## src/rtl/reg_file_pkg.sv

```systemverilog
// Shared defaults and helpers for the register file bank and its scoreboard.
package reg_file_pkg;

   localparam int XLEN_DEF  = 32;
   localparam int DEPTH_DEF = 32;
   localparam int NREAD_MAX = 4;

   // Smallest w such that 2**w >= n.
   function automatic int addr_width(input int n);
      int w;
      w = 0;
      for (int i = 0; i < 31; i++) begin
         if ((1 << i) < n) w = i + 1;
      end
      return w;
   endfunction

endpackage

```

## src/rtl/reg_scoreboard.sv

```systemverilog
// One pending bit per register: set by an issuing producer, cleared by the write that retires it.
module reg_scoreboard
   import reg_file_pkg::*;
#(
   parameter int DEPTH = DEPTH_DEF,
   parameter int AW    = addr_width(DEPTH)
) (
   input  logic             clk,
   input  logic             rst,
   input  logic             set_en_i,
   input  logic [AW-1:0]    set_addr_i,
   input  logic             clr_en_i,
   input  logic [AW-1:0]    clr_addr_i,
   output logic [DEPTH-1:0] pending_o
);

   logic [DEPTH-1:0] pending_q;
   logic [DEPTH-1:0] pending_d;

   // Set is applied after clear so a new producer wins over the retiring write.
   always_comb begin
      pending_d = pending_q;
      if (clr_en_i) pending_d[clr_addr_i] = 1'b0;
      if (set_en_i) pending_d[set_addr_i] = 1'b1;
   end

   always_ff @(posedge clk or negedge rst) begin
      if (!rst) pending_q <= '0;
      else      pending_q <= pending_d;
   end

   assign pending_o = pending_q;

endmodule

```

## src/rtl/reg_file_bank.sv

```systemverilog
// Multi-read-port register file with optional zero register, write bypass and pending scoreboard.
module reg_file_bank
   import reg_file_pkg::*;
#(
   parameter int XLEN     = XLEN_DEF,
   parameter int DEPTH    = DEPTH_DEF,
   parameter int NREAD    = 2,
   parameter int ZERO_REG = 1,
   parameter int BYPASS   = 1,
   parameter int AW       = addr_width(DEPTH)
) (
   input  logic                  clk,
   input  logic                  rst,
   input  logic                  we,
   input  logic [AW-1:0]         wa,
   input  logic [XLEN-1:0]       wd,
   input  logic [NREAD*AW-1:0]   ra,
   output logic [NREAD*XLEN-1:0] rd,
   input  logic                  sb_set,
   input  logic [AW-1:0]         sb_addr,
   output logic [NREAD-1:0]      pend,
   output logic                  pend_any
);

   logic [XLEN-1:0]  mem_q [DEPTH];
   logic [DEPTH-1:0] pending;
   logic             wr_commit;
   logic             sb_set_ok;

   assign wr_commit = we && !((ZERO_REG != 0) && (wa == '0));
   assign sb_set_ok = sb_set && !((ZERO_REG != 0) && (sb_addr == '0));

   always_ff @(posedge clk or negedge rst) begin
      if (!rst) begin
         for (int i = 0; i < DEPTH; i++) mem_q[i] <= '0;
      end else if (wr_commit) begin
         mem_q[wa] <= wd;
      end
   end

   reg_scoreboard #(
      .DEPTH (DEPTH),
      .AW    (AW)
   ) u_scoreboard (
      .clk        (clk),
      .rst        (rst),
      .set_en_i   (sb_set_ok),
      .set_addr_i (sb_addr),
      .clr_en_i   (wr_commit),
      .clr_addr_i (wa),
      .pending_o  (pending)
   );

   // Forwarding also masks pending: the consumer already sees the producer's data.
   for (genvar g = 0; g < NREAD; g++) begin : g_rd
      logic [AW-1:0] ra_g;
      logic          fwd_g;
      logic          zero_g;

      assign ra_g   = ra[g*AW +: AW];
      assign fwd_g  = (BYPASS != 0) && we && (wa == ra_g);
      assign zero_g = (ZERO_REG != 0) && (ra_g == '0);
      assign rd[g*XLEN +: XLEN] = zero_g ? '0 : (fwd_g ? wd : mem_q[ra_g]);
      assign pend[g] = pending[ra_g] && !fwd_g;
   end

   assign pend_any = |pending;

endmodule

```

## config.mk

```make
export PLATFORM = sky130hd
export DESIGN_NAME = reg_file_bank
export DESIGN_NICKNAME = d
export VERILOG_FILES = /design/src/rtl/reg_file_pkg.sv /design/src/rtl/reg_scoreboard.sv /design/src/rtl/reg_file_bank.sv
export SDC_FILE = /design/constraint.sdc
export NUM_CORES = 2
export LEC_CHECK = 0
export CORE_UTILIZATION = 56
export CTS_BUF_LIST = sky130_fd_sc_hd__clkbuf_16
export DETAILED_ROUTE_END_ITERATION = 6
export PLACE_DENSITY = 0.83
export RECOVER_POWER = 25
export SYNTH_ARGS = -nofsm -noshare
export SYNTH_HDL_FRONTEND = slang
export SYNTH_HIERARCHICAL = 1
export SYNTH_SLANG_ARGS = --single-unit
```

## constraint.sdc

```tcl
create_clock -name clk -period 3.35 [get_ports clk]
set_clock_uncertainty 0.05 [all_clocks]
set_input_delay 0.67 -clock clk [delete_from_list [all_inputs] [get_ports clk]]
set_output_delay 0.67 -clock clk [all_outputs]
set_load 0.05 [all_outputs]
```

==> impl_metrics.py <==
metrics = {
    "status": {
        "status": "finished with violations",
        "violations": "DRC, capacitance limit, slew limit, setup timing",
    },
    "grt": {
        "grt_usage": 0.429,
        "grt_pass1_wl_mm": 319,
        "overflow": 0,
        "antenna_found_initial": 18,
        "grt_pass1_vias": 46605,
        "grt_max_degree": 89,
    },
    "routing": {
        "totalWireLength_mm": 242,
        "drtPass1Iterations": 7,
        "drtAntennaViolNets": 0,
        "drt_iter0_markers": 7069,
        "vias_per_cell": 7.80,
        "wl_per_cell_um": 40.4,
        "dr_total_vias": 46777,
        "drc": 42,
    },
    "die": {
        "die_y_um": 321,
        "core.rowCount": 116,
        "die_x_um": 321,
        "core_area_um2": 101000,
        "initial_utilization": 0.568,
        "dieArea_um2": 103000,
        "ioPinCount": 123,
    },
    "placement": {
        "port-buffer-count": 122,
        "post-place-ws_ns": -0.521,
        "hpwl_mm": 130,
        "routabilityCongestion": 0.964,
        "dp_cells": 5614,
    },
    "pwr": {
        "pwr-share-comb": 0.260,
        "p_sw_frac": 0.316,
        "finalPower_mw": 40.8,
        "powerDensity_nw_per_um2": 573,
        "internal-power_mw": 27.9,
        "seqPwrFrac": 0.427,
        "max-vdd-ir-drop_uv": 479,
        "p_switching_mw": 12.9,
        "leakage_nw": 31.4,
        "p_clk_frac": 0.313,
    },
    "sta": {
        "drv_slew": 51,
        "worstMarginPinSlew_ns": 1.90,
        "period_minus_slack_ns": 3.94,
        "setup_ws_ns": -0.588,
        "worst_hold_slack_ns": 0.350,
        "rsz0062_at_grt": "true",
        "setup_viol": 65,
        "maxSlewHeadroom": -0.270,
        "finalSetupTns_ns": -14.34,
        "hold_viol": 0,
        "max_freq_mhz": 254,
        "finalCritPeriodShare": 1.18,
    },
    "clock_network": {
        "htreeDepth": 3,
        "cts_root_buf": "clkbuf_16",
        "cts_buffer_depth": 3,
        "cts_sinks": 1056,
        "cts_tree": "built",
        "clk_pin_slew_ns": 0.05,
        "cts_buffers": 111,
        "worstSkewPairLatency_ns": 0.74,
    },
    "flow_run": {
        "cap_violations": 1,
    },
    "final_layout": {
        "stdcell_count": 5994,
        "final_common_cell": "dfrtp_1",
        "mostFrequentLayoutCells": "dfrtp_1, mux2_2, buf_4",
        "layout-drive-gt1-share": 0.550,
        "fillers": 5513,
        "nets": 4588,
        "ff_latch_area_um2": 26400,
        "areaGrowthSynthToFinish_pct": 24.7,
        "multi_input_area_um2": 30000,
    },
    "worst_hold_path": {
        "hp-start": "mem_q[1004]",
        "worstHoldPathType": "reg2reg",
        "whs_path_depth": 0,
    },
    "yosys": {
        "syn_inst": 4085,
        "synth-seq-cells": 1056,
        "yosys_warnings": 6,
        "synth_area_leaders": "dfrtp_1, mux2_2, mux4_2, mux2i_1, clkbuf_1",
        "synth_area_leader_cell": "dfrtp_1",
        "async_flop_share": 1.00,
        "synthFlopType": "dfrtp_1",
        "synth_edf_count": 0,
        "syn-cell-area_um2": 57100,
        "synth.distinct_cells": 60,
        "ys_seq_area_frac": 0.462,
        "avgSynthCellArea_um2": 14.0,
        "synth_top_cell_area_share": 0.462,
        "synthesis.nets": 4141,
    },
    "setup_path": {
        "r2r_start": "mem_q[162]",
        "critical_path_class": "in2out",
        "startpoint": "ra[9]",
        "start_kind": "primary input",
        "worstPathArrival_ns": 3.22,
        "setup.worst_path.end_class": "output port",
        "r2r_cells": 3,
        "crit_fanout": 11,
        "worstPathRequired_ns": 2.63,
    },
}
## critical path: stages
cell and delay [ns]:
buf_4 0.18, buf_12 0.17, inv_1 0.46, buf_12 0.29, nand2_1 0.19, buf_4 0.25
o22ai_1 0.26, a31oi_1 0.13, buf_4 0.23, a21oi_4 0.18, buf_12 0.15
## path summary, 6_finish.rpt
check	end	slack, ns
worst max-delay path	rd[35]	-0.59
worst min-delay path	mem_q[1004]	0.35
worst max register to register	mem_q[162]	2.28
worst min register to register	mem_q[1004]	0.35
max in group asynchronous	u_scoreboard/pending_o[5]	0.29
min in group asynchronous	mem_q[709]	0.95
## Yosys cell counts, drive strengths merged, types with 23 or more instances
library cell	count
mux2	998
o22ai	54
clkbuf	220
a22o	53
a22oi	98
nor3	23
mux2i	362
o21ai	103
a221oi	26
buf	238
dfrtp	1056
o221ai	33
mux4	368
nand3	33
nand2	90
a21oi	77
nor2	63
## per-layer routing
| layer | global-route usage | wire length [um] |
|---|---|---|
| met3 | 0.210 | 44500 |
| met1 | 0.505 | 73100 |
| met5 | 0.000473 | 324 |
| met4 | 0.348 | 28500 |
| met2 | 0.590 | 95800 |
## metrics by stage
| stage | cell area, um2 | util |
|---|---|---|
| floorplan | 57100 | - |
| global placement | 63700 | 0.634 |
| detailed placement | 63700 | 0.634 |
| CTS | 69400 | 0.690 |
| global route | 71300 | 0.708 |
| finish | 71300 | 0.709 |
## cell type report
type                    count  share of cell area
diodes                     14            0.000492
repair buffers            792               0.133
clock buffers             115              0.0404
well taps                1357              0.0238
clock inverters            89              0.0106
flip-flops and latches   1056               0.371
inverters                   2            0.000105
multi-input cells        2569               0.420
## flip-flops by register name, indices dropped and copies added (netlist names)
signal and count:
u_scoreboard/pending_o 32, mem_q 1024
## timing repair
item	4_1_cts	5_1_grt
endpoints found under the setup margin	67	65
gates cloned	15	15
setup buffers	48	102
hold endpoints to repair	38	0
hold buffers	1	0
resized for setup	274	218
pin swaps	69	82
## power groups by stage
stage | sequential [mW] | combinational [mW] | clock (mW)
4_1_cts | 17.1 | 9.49 | 12.5
5_1_grt | 17.6 | 10.9 | 13.2
3_3_place_gp | 17.0 | 8.67 | 0
6_report | 17.4 | 10.6 | 12.8
2_1_floorplan | 16.6 | 6.21 | 0
3_5_place_dp | 17.2 | 8.96 | 0
## cell families (layout without fill, tap and decap cells)
group                  after synthesis  count (layout)  synth area share
AO/OA/AOI/OAI                      554             554            0.0675
XOR/XNOR                            10              10           0.00153
buffers and inverters              460             998            0.0398
flip-flops                        1056            1056             0.462
multiplexers                      1728            1728             0.405
other                                0              14                 0
AND/OR/NAND/NOR                    277             277            0.0236
(Power assumes the default switching activity.)
